### config.mk
export PLATFORM = sky130hd
export DESIGN_NAME = apb_master_mux
export DESIGN_NICKNAME = d
export VERILOG_FILES = /design/src/rtl/apb_pkg.sv /design/src/rtl/apb_addr_decoder.sv /design/src/rtl/apb_master_mux.sv
export SDC_FILE = /design/constraint.sdc
export NUM_CORES = 1
export LEC_CHECK = 0
export ABC_CLOCK_PERIOD_IN_PS = 2100
export CAP_MARGIN = 20
export CORE_ASPECT_RATIO = 0.7
export CORE_MARGIN = 2
export CORE_UTILIZATION = 32
export DETAILED_ROUTE_END_ITERATION = 7
export PLACE_DENSITY = 0.81
export SLEW_MARGIN = 20
export SYNTH_ARGS = -nofsm -noshare
export SYNTH_HDL_FRONTEND = slang
export SYNTH_SLANG_ARGS = --single-unit
### constraint.sdc
create_clock -name PCLK -period 2.1 [get_ports PCLK]
set_clock_uncertainty 0.15 [all_clocks]
set_input_delay 0.42 -clock PCLK [delete_from_list [all_inputs] [get_ports PCLK]]
set_output_delay 0.42 -clock PCLK [all_outputs]
set_load 0.02 [all_outputs]
### src/rtl/apb_pkg.sv
// Shared types and decode helpers for the parametrised APB master.
package apb_pkg;

   localparam int unsigned ADDR_W = 32;
   localparam int unsigned DATA_W = 32;

   typedef enum logic [1:0] {
      IDLE,
      SETUP,
      ACCESS,
      RESP
   } apb_state_e;

   typedef struct packed {
      logic [ADDR_W-1:0] addr;
      logic              write;
      logic [DATA_W-1:0] wdata;
   } apb_req_t;

   // Index width for n slaves; never below one bit so single-slave builds stay legal.
   function automatic int unsigned idx_width(input int unsigned n);
      return (n <= 1) ? 1 : $clog2(n);
   endfunction

   function automatic logic decode_hit(input logic [ADDR_W-1:0] addr,
                                       input logic [ADDR_W-1:0] base,
                                       input int unsigned       shift,
                                       input int unsigned       idxw,
                                       input int unsigned       nslv);
      logic              match;
      logic [ADDR_W-1:0] idx;
      match = (addr >> (shift + idxw)) == (base >> (shift + idxw));
      idx   = (addr >> shift) & ((ADDR_W'(1) << idxw) - ADDR_W'(1));
      return match && (idx < nslv);
   endfunction

endpackage

### src/rtl/apb_addr_decoder.sv
// Combinational address decode: byte address to one-hot slave select and hit flag.
module apb_addr_decoder
   import apb_pkg::*;
#(
   parameter int unsigned       NUM_SLV   = 5,
   parameter logic [ADDR_W-1:0] BASE_ADDR = 32'h1000_0000,
   parameter int unsigned       SLV_SHIFT = 12
) (
   input  logic [ADDR_W-1:0]  addr,
   output logic [NUM_SLV-1:0] sel_c,
   output logic               hit_c
);

   localparam int unsigned IDXW = idx_width(NUM_SLV);

   logic [IDXW-1:0] idx;

   assign idx   = IDXW'(addr >> SLV_SHIFT);
   assign hit_c = decode_hit(addr, BASE_ADDR, SLV_SHIFT, IDXW, NUM_SLV);

   for (genvar i = 0; i < NUM_SLV; i++) begin : g_sel
      assign sel_c[i] = hit_c && (32'(idx) == i);
   end

endmodule

### src/rtl/apb_master_mux.sv
// CPU transfer/ready bus to APB3 master bridge with generic slave map.
// Optional access timeout enabled by defining APB_TIMEOUT_EN.
module apb_master_mux
   import apb_pkg::*;
#(
   parameter int unsigned       NUM_SLV     = 5,
   parameter logic [ADDR_W-1:0] BASE_ADDR   = 32'h1000_0000,
   parameter int unsigned       SLV_SHIFT   = 12,
   parameter int unsigned       TIMEOUT_CYC = 16
) (
   input  logic                      PCLK,
   input  logic                      PRESET,
   input  logic                      transfer,
   input  logic                      write,
   input  logic [ADDR_W-1:0]         addr,
   input  logic [DATA_W-1:0]         wdata,
   output logic [DATA_W-1:0]         rdata,
   output logic                      ready,
   output logic                      err,
   output logic [ADDR_W-1:0]         PADDR,
   output logic                      PWRITE,
   output logic                      PENABLE,
   output logic [DATA_W-1:0]         PWDATA,
   output logic [NUM_SLV-1:0]        PSEL,
   input  logic [DATA_W*NUM_SLV-1:0] PRDATA,
   input  logic [NUM_SLV-1:0]        PREADY,
   input  logic [NUM_SLV-1:0]        PSLVERR
);

   apb_state_e           state_q, state_d;
   apb_req_t             req_q, req_d;
   logic [NUM_SLV-1:0]   psel_q, psel_d;
   logic                 penable_q, penable_d;
   logic                 ready_q, ready_d;
   logic                 err_q, err_d;
   logic [DATA_W-1:0]    rdata_q, rdata_d;

   logic [NUM_SLV-1:0]   dec_sel_c;
   logic                 dec_hit_c;
   logic [DATA_W-1:0]    prdata_sel;
   logic                 pready_sel;
   logic                 pslverr_sel;
   logic                 tmo_exp_c;

   apb_addr_decoder #(
      .NUM_SLV   (NUM_SLV),
      .BASE_ADDR (BASE_ADDR),
      .SLV_SHIFT (SLV_SHIFT)
   ) u_dec (
      .addr  (addr),
      .sel_c (dec_sel_c),
      .hit_c (dec_hit_c)
   );

   // PSEL doubles as the held select, so only the addressed slave's lines are seen.
   always_comb begin
      prdata_sel = '0;
      for (int i = 0; i < NUM_SLV; i++) begin
         if (psel_q[i]) prdata_sel = prdata_sel | PRDATA[i*DATA_W +: DATA_W];
      end
      pready_sel  = |(PREADY & psel_q);
      pslverr_sel = |(PSLVERR & psel_q);
   end

`ifdef APB_TIMEOUT_EN
   localparam int unsigned TMO_W = idx_width(TIMEOUT_CYC);

   logic [TMO_W-1:0] tmo_q, tmo_d;

   assign tmo_exp_c = (state_q == ACCESS) && !pready_sel &&
                      (tmo_q == TMO_W'(TIMEOUT_CYC - 1));

   // Cleared while in SETUP so it reads zero on the first ACCESS cycle.
   always_comb begin
      tmo_d = tmo_q;
      if (state_q == SETUP) tmo_d = '0;
      else if ((state_q == ACCESS) && !pready_sel) tmo_d = tmo_q + TMO_W'(1);
   end

   always_ff @(posedge PCLK or negedge PRESET) begin
      if (!PRESET) tmo_q <= '0;
      else         tmo_q <= tmo_d;
   end
`else
   logic unused_tmo_cfg;
   assign unused_tmo_cfg = ^TIMEOUT_CYC;
   assign tmo_exp_c      = 1'b0;
`endif

   always_comb begin
      state_d   = state_q;
      req_d     = req_q;
      psel_d    = psel_q;
      penable_d = penable_q;
      ready_d   = 1'b0;
      err_d     = err_q;
      rdata_d   = rdata_q;
      case (state_q)
         IDLE: begin
            if (transfer) begin
               if (dec_hit_c) begin
                  req_d   = '{addr: addr, write: write, wdata: wdata};
                  psel_d  = dec_sel_c;
                  state_d = SETUP;
               end else begin
                  rdata_d = '0;
                  err_d   = 1'b1;
                  ready_d = 1'b1;
                  state_d = RESP;
               end
            end
         end
         SETUP: begin
            penable_d = 1'b1;
            state_d   = ACCESS;
         end
         ACCESS: begin
            if (pready_sel || tmo_exp_c) begin
               rdata_d   = (pready_sel && !req_q.write) ? prdata_sel : '0;
               err_d     = pready_sel ? pslverr_sel : 1'b1;
               ready_d   = 1'b1;
               psel_d    = '0;
               penable_d = 1'b0;
               state_d   = RESP;
            end
         end
         RESP:    state_d = IDLE;
         default: state_d = IDLE;
      endcase
   end

   always_ff @(posedge PCLK or negedge PRESET) begin
      if (!PRESET) begin
         state_q   <= IDLE;
         req_q     <= '0;
         psel_q    <= '0;
         penable_q <= 1'b0;
         ready_q   <= 1'b0;
         err_q     <= 1'b0;
         rdata_q   <= '0;
      end else begin
         state_q   <= state_d;
         req_q     <= req_d;
         psel_q    <= psel_d;
         penable_q <= penable_d;
         ready_q   <= ready_d;
         err_q     <= err_d;
         rdata_q   <= rdata_d;
      end
   end

   assign PADDR   = req_q.addr;
   assign PWRITE  = req_q.write;
   assign PWDATA  = req_q.wdata;
   assign PSEL    = psel_q;
   assign PENABLE = penable_q;
   assign ready   = ready_q;
   assign err     = err_q;
   assign rdata   = rdata_q;

endmodule
### After elaboration in Yosys (flattened, before gate mapping)

Index checks and enable logic that the tools add are counted.

* bits in registers: 107
* input port bits: 238
* logic and storage cells: 75

* magnitude comparators: 1
* equality and inequality tests: 12
* mux-type cells: 28
* bitwise operators: 6
* reductions and logical operators: 19

Operator list (number)
* $mux 32: 9
* $or 32x32->32: 4
* $pmux 32 s2: 1
* $eq 17x14->1 const B: 1
* $mux 5: 3
* $and 5x5->5: 2
* $pmux 5 s2: 1
* $reduce_or 5->1: 2
* $pmux 2 s4: 1
* $reduce_and 4->1: 2
* $logic_and 1x1->1: 7
* $mux 1: 7
* $eq 3x2->1 const B: 2
* $mux 2: 3
* $ne 2x2->1 const B: 3
* $pmux 1 s2: 3
* $eq 2x2->1 const B: 2
* $reduce_and 2->1: 2
* $reduce_bool 2->1: 2
* $eq 3x1->1 const B: 1
* $eq 3x3->1 const B: 1
* $logic_not 3->1: 1
* $lt 3x3->1 const B: 1
* $reduce_and 3->1: 1
* other kinds (4): 4

### Depth between registers and ports, before layout

Gate-level depths: netlist (run 1).

* depth after elaboration: 12
* depth in mapped cells: 9
* depth with buffers taken out: 6

### Hierarchy

A second synthesis (run 1) with hierarchy kept.

* cell total of the unflattened synthesis: 392
* area, all modules: 4924.7 sq um

By module, submodules not included
* apb_master_mux: instances 1, cells each 374, area each 4807.1 sq um, sequential area each 2677.6 sq um
* apb_addr_decoder: instances 1, cells each 18, area each 117.6 sq um, sequential area each 0.0 sq um

### Worst setup path after synthesis (run 1)

OpenSTA, ideal clock, no wires.

* path type: register to register
* start: reg psel_q[0] (netlist: PSEL[0])
* end: reg rdata_q[10] (netlist: rdata[10])
* arrival time: 1905 ps
* path slack: -80 ps
* cell stages (with the launch flop): 8
* path buffers: 3
* clock period less this slack: 2180 ps
* cells stage by stage: dfrtp_1 > buf_6 > a222oi_1 > a32oi_1 > o21a_1 > buf_6 > buf_12 > mux2_4

* cells in the longest elaborated chain, start to end: 12
* elaborated cells on any way between the ends: 17

RTL lines
* start: declaration: RTL line apb_master_mux.sv:32 `logic [NUM_SLV-1:0] psel_q, psel_d;`
* start signal: assignment: RTL line apb_master_mux.sv:144 `psel_q <= psel_d;`
* $mux 32: RTL line apb_master_mux.sv:59 `if (psel_q[i]) prdata_sel = prdata_sel | PRDATA[i*DATA_W +: DATA_W];`
* $or 32x32->32: RTL line apb_master_mux.sv:59
* $mux 32: RTL line apb_master_mux.sv:59
* $or 32x32->32: RTL line apb_master_mux.sv:59
* $mux 32: RTL line apb_master_mux.sv:59
* $or 32x32->32: RTL line apb_master_mux.sv:59
* $mux 32: RTL line apb_master_mux.sv:59
* $or 32x32->32: RTL line apb_master_mux.sv:59
* $mux 32: RTL line apb_master_mux.sv:59
* $mux 32: RTL line apb_master_mux.sv:119 `rdata_d = (pready_sel && !req_q.write) ? prdata_sel : '0;`
* $mux 32: RTL line apb_master_mux.sv:118 `if (pready_sel || tmo_exp_c) begin`
* $pmux 32 s2: RTL line apb_master_mux.sv:98 `case (state_q)`
* end signal: assignment: RTL line apb_master_mux.sv:148 `rdata_q <= rdata_d;`
* end: declaration: RTL line apb_master_mux.sv:36 `logic [DATA_W-1:0] rdata_q, rdata_d;`

Parallel ways exist; a longest one is shown, timed or not. The select of a mux whose other input is x is not followed.
A chain may end at the register's enable or synchronous reset.

### Final worst setup path (run 1)

* start: reg psel_q[0] (netlist: PSEL[0])
* end: reg rdata_q[1] (netlist: rdata[1])

The elaborated chain is that of the path after synthesis.

==> flow_summary.yaml, run 1 <==
status:
  status: "finished with violations"
  violations: "setup timing"
clocking:
  clk_latency_ps: 340
  htree_levels: 3
  cts_tree: "done"
  cts.root.buffer_cell: "clkbuf_16"
  cts.reportedPaths.clkPinSlew_ps: 70
  clk_path_buf_depth: 2
  cts_sinks: 107
  numCtsBuffers: 9
yosys:
  yosysWarnings: 0
  yosys_most_used_dff: "dfrtp_1"
  syn_inst: 408
  ys_types: 35
  synth_top_area_share_pct: 51.7
  ys_ff_latch: 107
  syn-cell-area_sq_um: 5180
  yosys-top-cells-area: "dfrtp_1 (52%), mux2_1 (11%), mux2_4 (8.7%)"
  synth-edff-count: 0
  avgSynthCellArea_sq_um: 12.7
  synthArstFlopShare_pct: 100
  yosys.area.top_type: "dfrtp_1"
  ys_seq_area_share_pct: 51.7
  synth_nets: 648
global_routing:
  grt_pass1_wl_um: 30700
  antenna_found_initial: 0
  grt_usage_pct: 22.9
  grt_start_max_net_pins: 40
  grt_pass1_vias: 5413
  grt_overflow: 0
routing:
  drc_errors: 0
  drt-total-wl_um: 20400
  drtIter0Drc: 479
  wl_per_cell_um: 20.6
  firstDrtPassIters: 8
  vias: 5158
  ant_nets: 0
  vias_per_cell: 5.20
power:
  total_power_w: 0.00612
  p_int_w: 0.00425
  power.static_leakage_nw: 4.29
  seq_power_share_pct: 35.7
  powerDensity_nw_per_um2: 620
  power_switching_share_pct: 30.5
  p_clk_share_pct: 29.1
  switching_power_w: 0.00187
  comb_power_share_pct: 35.2
  peakVddDrop_v: 0.000431
place:
  gp_congestion: 0.828
  dp_hpwl_um: 14200
  io_buffers: 342
  dp.cells: 950
sta:
  rsz0062_at_grt: "true"
  finalCritPeriodShare_pct: 102
  hold_violations: 0
  worst_slew_pin_slew_ps: 528
  timing.fmax_mhz: 468
  setup_violations: 16
  drv_slew: 0
  slew_headroom_pct: 64.8
  setup_slack_ps: -35.7
  fin_crit_ps: 2140
  hold_ws_ps: 337
finish:
  final_cell_mix: "clkdlybuf4s50_1 (315), dfrtp_1 (105), mux2_1 (42), buf_4 (40), mux2_4 (39)"
  drive_gt1_share_pct: 19.5
  area_growth_pct: 90.3
  nNetsFinal: 1026
  final_common_cell: "clkdlybuf4s50_1"
  fin_cells: 991
  fill_cells: 1223
  num_antenna_cells: 0
min_path:
  hp-class: "reg2reg"
floorplan:
  pin_count: 343
  dieArea_sq_um: 17200
  die_h_um: 110
  die_w_um: 156
  start_util_pct: 33.0
  placementRows: 38
  fp.coreArea_sq_um: 15700
worst_setup_path:
  start_kind: "flip-flop"
  worst_ep_required_time_ps: 2180
  critPathCaptureType: "flip-flop"
  crit_path_cell_trace: "a222oi_1 > buf_4 > buf_6 > a211o_4 > clkbuf_16 > a21oi_1 > mux2_4"
  crit_type: "reg2reg"
  cp.arrival_ps: 2210
  critPathMaxFanout: 8
  slowest_delay_ps: 420
  cp_slowest_cell: "a222oi_1"
flow_run:
  maxCapViolCount: 0
## flip-flops by register name, indices dropped and copies added, names as in the netlist
name     cells
PADDR       32
PWRITE       1
PWDATA      32
state_q      2
PSEL         5
rdata       32
ready        1
PENABLE      1
err          1
## layer usage
metal  GRT usage [%]  up-vias  share of wire, %  routed length [um]
li1                -     2347                 -                   -
met1            28.3     2543                41                8310
met2            38.1      242                48                9860
met3            7.54       26               9.0                1820
met4            6.48        0               1.8                 369
met5               0        -                 0                   0
## layout make-up
class                   count  area (sq um)  area share, %
flip-flops and latches    107          2680           27.2
repair buffers            403          4110           41.6
well taps                 200           250           2.54
clock buffers               9           225           2.28
clock inverters             7          92.6          0.939
inverters                   4          15.0          0.152
multi-input cells         261          2500           25.3
## repair_timing
action | in CTS | in global routing
endpoints found under the setup margin | 89 | 81
pin swaps | 4 | 10
buffers inserted | 12 | 6
hold buffers | 1 | 0
resized for setup | 49 | 48
gates cloned | 7 | 1
endpoints found under the hold margin | 34 | 0
## per-stage QoR
step	setup TNS [ps]	util, %	worst slack, ps	area (sq um)
floorplan	-1950	-	-34.9	5200
global placement	-45240	57.2	-499	8980
detailed placement	-47430	57.2	-531	8980
CTS	-64.6	61.8	-10.1	9700
global route	-1320	62.9	-55.4	9860
finish	-304	62.9	-35.7	9860
## critical path, delay by kind of cell (launching register included)
family | cells | cell delay [ps]
compound gates | 3 | 680
flops | 1 | 410
mux | 1 | 270
buf+inv | 3 | 520
## cell families (layout without fill, tap and decap cells)
kind of cell    Yosys count  after routing  synth area share (%)
simple gates             60             60                  6.45
compound gates          118            118                  17.1
buf+inv                  40            423                  4.56
flops                   107            107                  51.7
mux                      81             81                  19.8
fa+ha+maj                 2              2                 0.483
## path summary, 6_finish.rpt
check,from,to,slack [ps],depth (start not counted)
setup reg to reg,PSEL[0],rdata[1],-40,7
min in group asynchronous,PRESET,PWRITE,440,2
max in group asynchronous,PRESET,ready,780,3
setup / recovery,PSEL[0],rdata[1],-40,7
hold / removal,PADDR[6],PADDR[6],340,1
hold reg to reg,PADDR[6],PADDR[6],340,1
## Yosys cell counts (2+ instances only)
| cell type | number |
|---|---|
| clkbuf_1 | 22 |
| a22oi_1 | 35 |
| nor2b_1 | 19 |
| nand2_1 | 11 |
| nor3_1 | 4 |
| buf_12 | 3 |
| a21oi_1 | 35 |
| nand3_1 | 4 |
| ha_1 | 2 |
| nand2b_1 | 3 |
| a222oi_1 | 33 |
| dfrtp_1 | 107 |
| nor2_1 | 4 |
| buf_4 | 5 |
| inv_1 | 4 |
| o21ai_1 | 2 |
| o22a_1 | 2 |
| nor4_1 | 4 |
| mux2_4 | 30 |
| nand4_1 | 6 |
| o211ai_1 | 6 |
| buf_6 | 2 |
| buf_2 | 3 |
| mux2_1 | 51 |
## power groups by stage
stage | combinational, W | clock [W] | sequential, W
2_1_floorplan | 0.00100 | 0 | 0.00228
3_3_place_gp | 0.00180 | 0 | 0.00222
3_5_place_dp | 0.00184 | 0 | 0.00222
4_1_cts | 0.00219 | 0.00183 | 0.00218
5_1_grt | 0.00229 | 0.00192 | 0.00219
6_report | 0.00215 | 0.00178 | 0.00218
No activity file was read; power rests on OpenSTA's default activity.
==> run 2, diff against run 1 <==
--- a/config.mk
+++ b/config.mk
@@ -8,7 +8,7 @@
 export ABC_CLOCK_PERIOD_IN_PS = 2100
 export CAP_MARGIN = 20
 export CORE_ASPECT_RATIO = 0.7
-export CORE_MARGIN = 2
+export CORE_MARGIN = 5
 export CORE_UTILIZATION = 32
 export DETAILED_ROUTE_END_ITERATION = 7
 export PLACE_DENSITY = 0.81
==> flow_summary.yaml, run 2 (synthesis results as in run 1) <==
global_routing:
  grt_overflow: 0
  met1_usage_pct: 27.1
  antenna_found_initial: 0
  grt_pass1_vias: 5350
  grt_start_max_net_pins: 42
  met3_usage_pct: 5.15
  grt_pass1_wl_um: 30700
  met2_usage_pct: 35.0
  grt_usage_pct: 20.6
  grt_busiest_layer: "met2"
routing:
  wl_per_cell_um: 20.9
  vias_per_cell: 5.27
  drtIter0Drc: 484
  vias: 5185
  firstDrtPassIters: 8
  drt-total-wl_um: 20500
  drc_errors: 0
  ant_nets: 0
floorplan:
  start_util_pct: 33.0
  die_h_um: 116
  placementRows: 38
  pin_count: 343
  dieArea_sq_um: 18900
  fp.coreArea_sq_um: 15700
  die_w_um: 162
worst_setup_path:
  crit_type: "reg2reg"
  crit_buf_inv: 4
  cp.arrival_ps: 2180
  worst_ep_required_time_ps: 2230
  critPathMaxFanout: 32
  critPathCaptureType: "flip-flop"
  crit_path_cell_trace: "inv_2 > ha_2 > buf_4 > inv_1 > a211o_1 > buf_12 > a21oi_1 > mux2_4"
  start_kind: "flip-flop"
  slowest_delay_ps: 400
  r2r_slack_ps: 50
  crit_family: "buffers and inverters"
  cp_slowest_cell: "dfrtp_1"
finish:
  fin_cells: 984
  drive_gt1_share_pct: 17.3
  regArea_sq_um: 2680
  final_common_cell: "clkdlybuf4s50_1"
  multiInputGateArea_sq_um: 2440
  nNetsFinal: 1019
  num_antenna_cells: 0
  final_cell_mix: "clkdlybuf4s50_1 (315), dfrtp_1 (105), mux2_4 (46)"
  area_growth_pct: 89.2
  post-route-cell-area_sq_um: 9800
  fill_cells: 1238
sta:
  setup_slack_ps: 49.6
  hold_violations: 0
  worst_slew_pin_slew_ps: 416
  timing.fmax_mhz: 488
  setup_violations: 0
  rsz0062_at_grt: "true"
  drv_slew: 0
  finalCritPeriodShare_pct: 97.6
  fin_crit_ps: 2050
  fin_setup_tns_ps: 0
  slew_headroom_pct: 72.3
place:
  gp_congestion: 0.885
  dp_hpwl_um: 15300
  placed_area_sq_um: 8970
  io_buffers: 342
  pre_cts_ws_ps: -588
  dp.cells: 947
min_path:
  hp-class: "reg2reg"
power:
  powerDensity_nw_per_um2: 627
  peakVddDrop_v: 0.000433
  power.static_leakage_nw: 4.27
clocking:
  cts_sinks: 107
  cts.root.buffer_cell: "clkbuf_16"
  cts.reportedPaths.clkPinSlew_ps: 80
  htree_levels: 3
  cts_tree: "done"
  clk_latency_ps: 340
  clk_path_buf_depth: 2
  numCtsBuffers: 9
flow_run:
  maxCapViolCount: 0
status:
  status: "finished, final reports clean"
-- run 2: cell count changes in the layout (fill, tap and decap cells not counted), moves of 2 or more --
cell,delta
a21oi_2,-13
buf_4,-6
dlygate4sd2_1,-4
buf_6,-7
mux2_1,-7
a21oi_4,-3
a21oi_1,+16
inv_1,-2
clkdlybuf4s15_1,+4
mux2_4,+7
buf_12,+6
inv_2,+2
-- run 2: repair_timing --
item / CTS / global route
resized for setup: 47 / 37
endpoints found under the setup margin: 88 / 84
hold endpoints to repair: 28 / 0
gates cloned: 6 / 0
pin swaps: 8 / 9
hold buffers: 1 / 0
buffers inserted: 12 / 4
-- run 2: final timing paths --
check                           start         to  cells after the start
min in group asynchronous      PRESET     PWRITE                      2
setup reg to reg           state_q[0]  rdata[12]                      8
setup / recovery           state_q[0]  rdata[12]                      8
hold reg to reg             PADDR[28]  PADDR[28]                      1
hold / removal              PADDR[28]  PADDR[28]                      1
max in group asynchronous      PRESET    PSEL[3]                      3
-- run 2: stage by stage --
step                      utilization (%)  total power (W)  hold slack [ps]
final                                62.5          0.00614              332
after global routing                 62.5          0.00641              339
after detailed placement             57.2          0.00405              239
after CTS                            61.9          0.00607              340
after global placement               57.2          0.00402              233
after floorplan                         -          0.00328            -25.6
-- run 2: power by group --
part	switching, W	total [W]	internal, W	leakage [nW]
Sequential	0.0000460	0.00218	0.00213	1.48
Clock	0.000816	0.00169	0.000872	0.149
Combinational	0.000994	0.00227	0.00128	2.64
-- run 2: cell type report --
| class | instances | share of cell area, % |
|---|---|---|
| clock buffer | 10 | 2.44 |
| clock inverter | 6 | 0.638 |
| inverter | 4 | 0.153 |
| multi-input combinational | 261 | 24.9 |
| sequential | 107 | 27.3 |
| tap | 200 | 2.55 |
| timing repair buffer | 396 | 42.0 |
-- run 2: routing by layer --
layer | vias to the layer above | share of wire (%)
met5 | - | 0
met4 | 0 | 1.4
met3 | 28 | 8.1
met2 | 267 | 49
met1 | 2567 | 42
li1 | 2323 | -
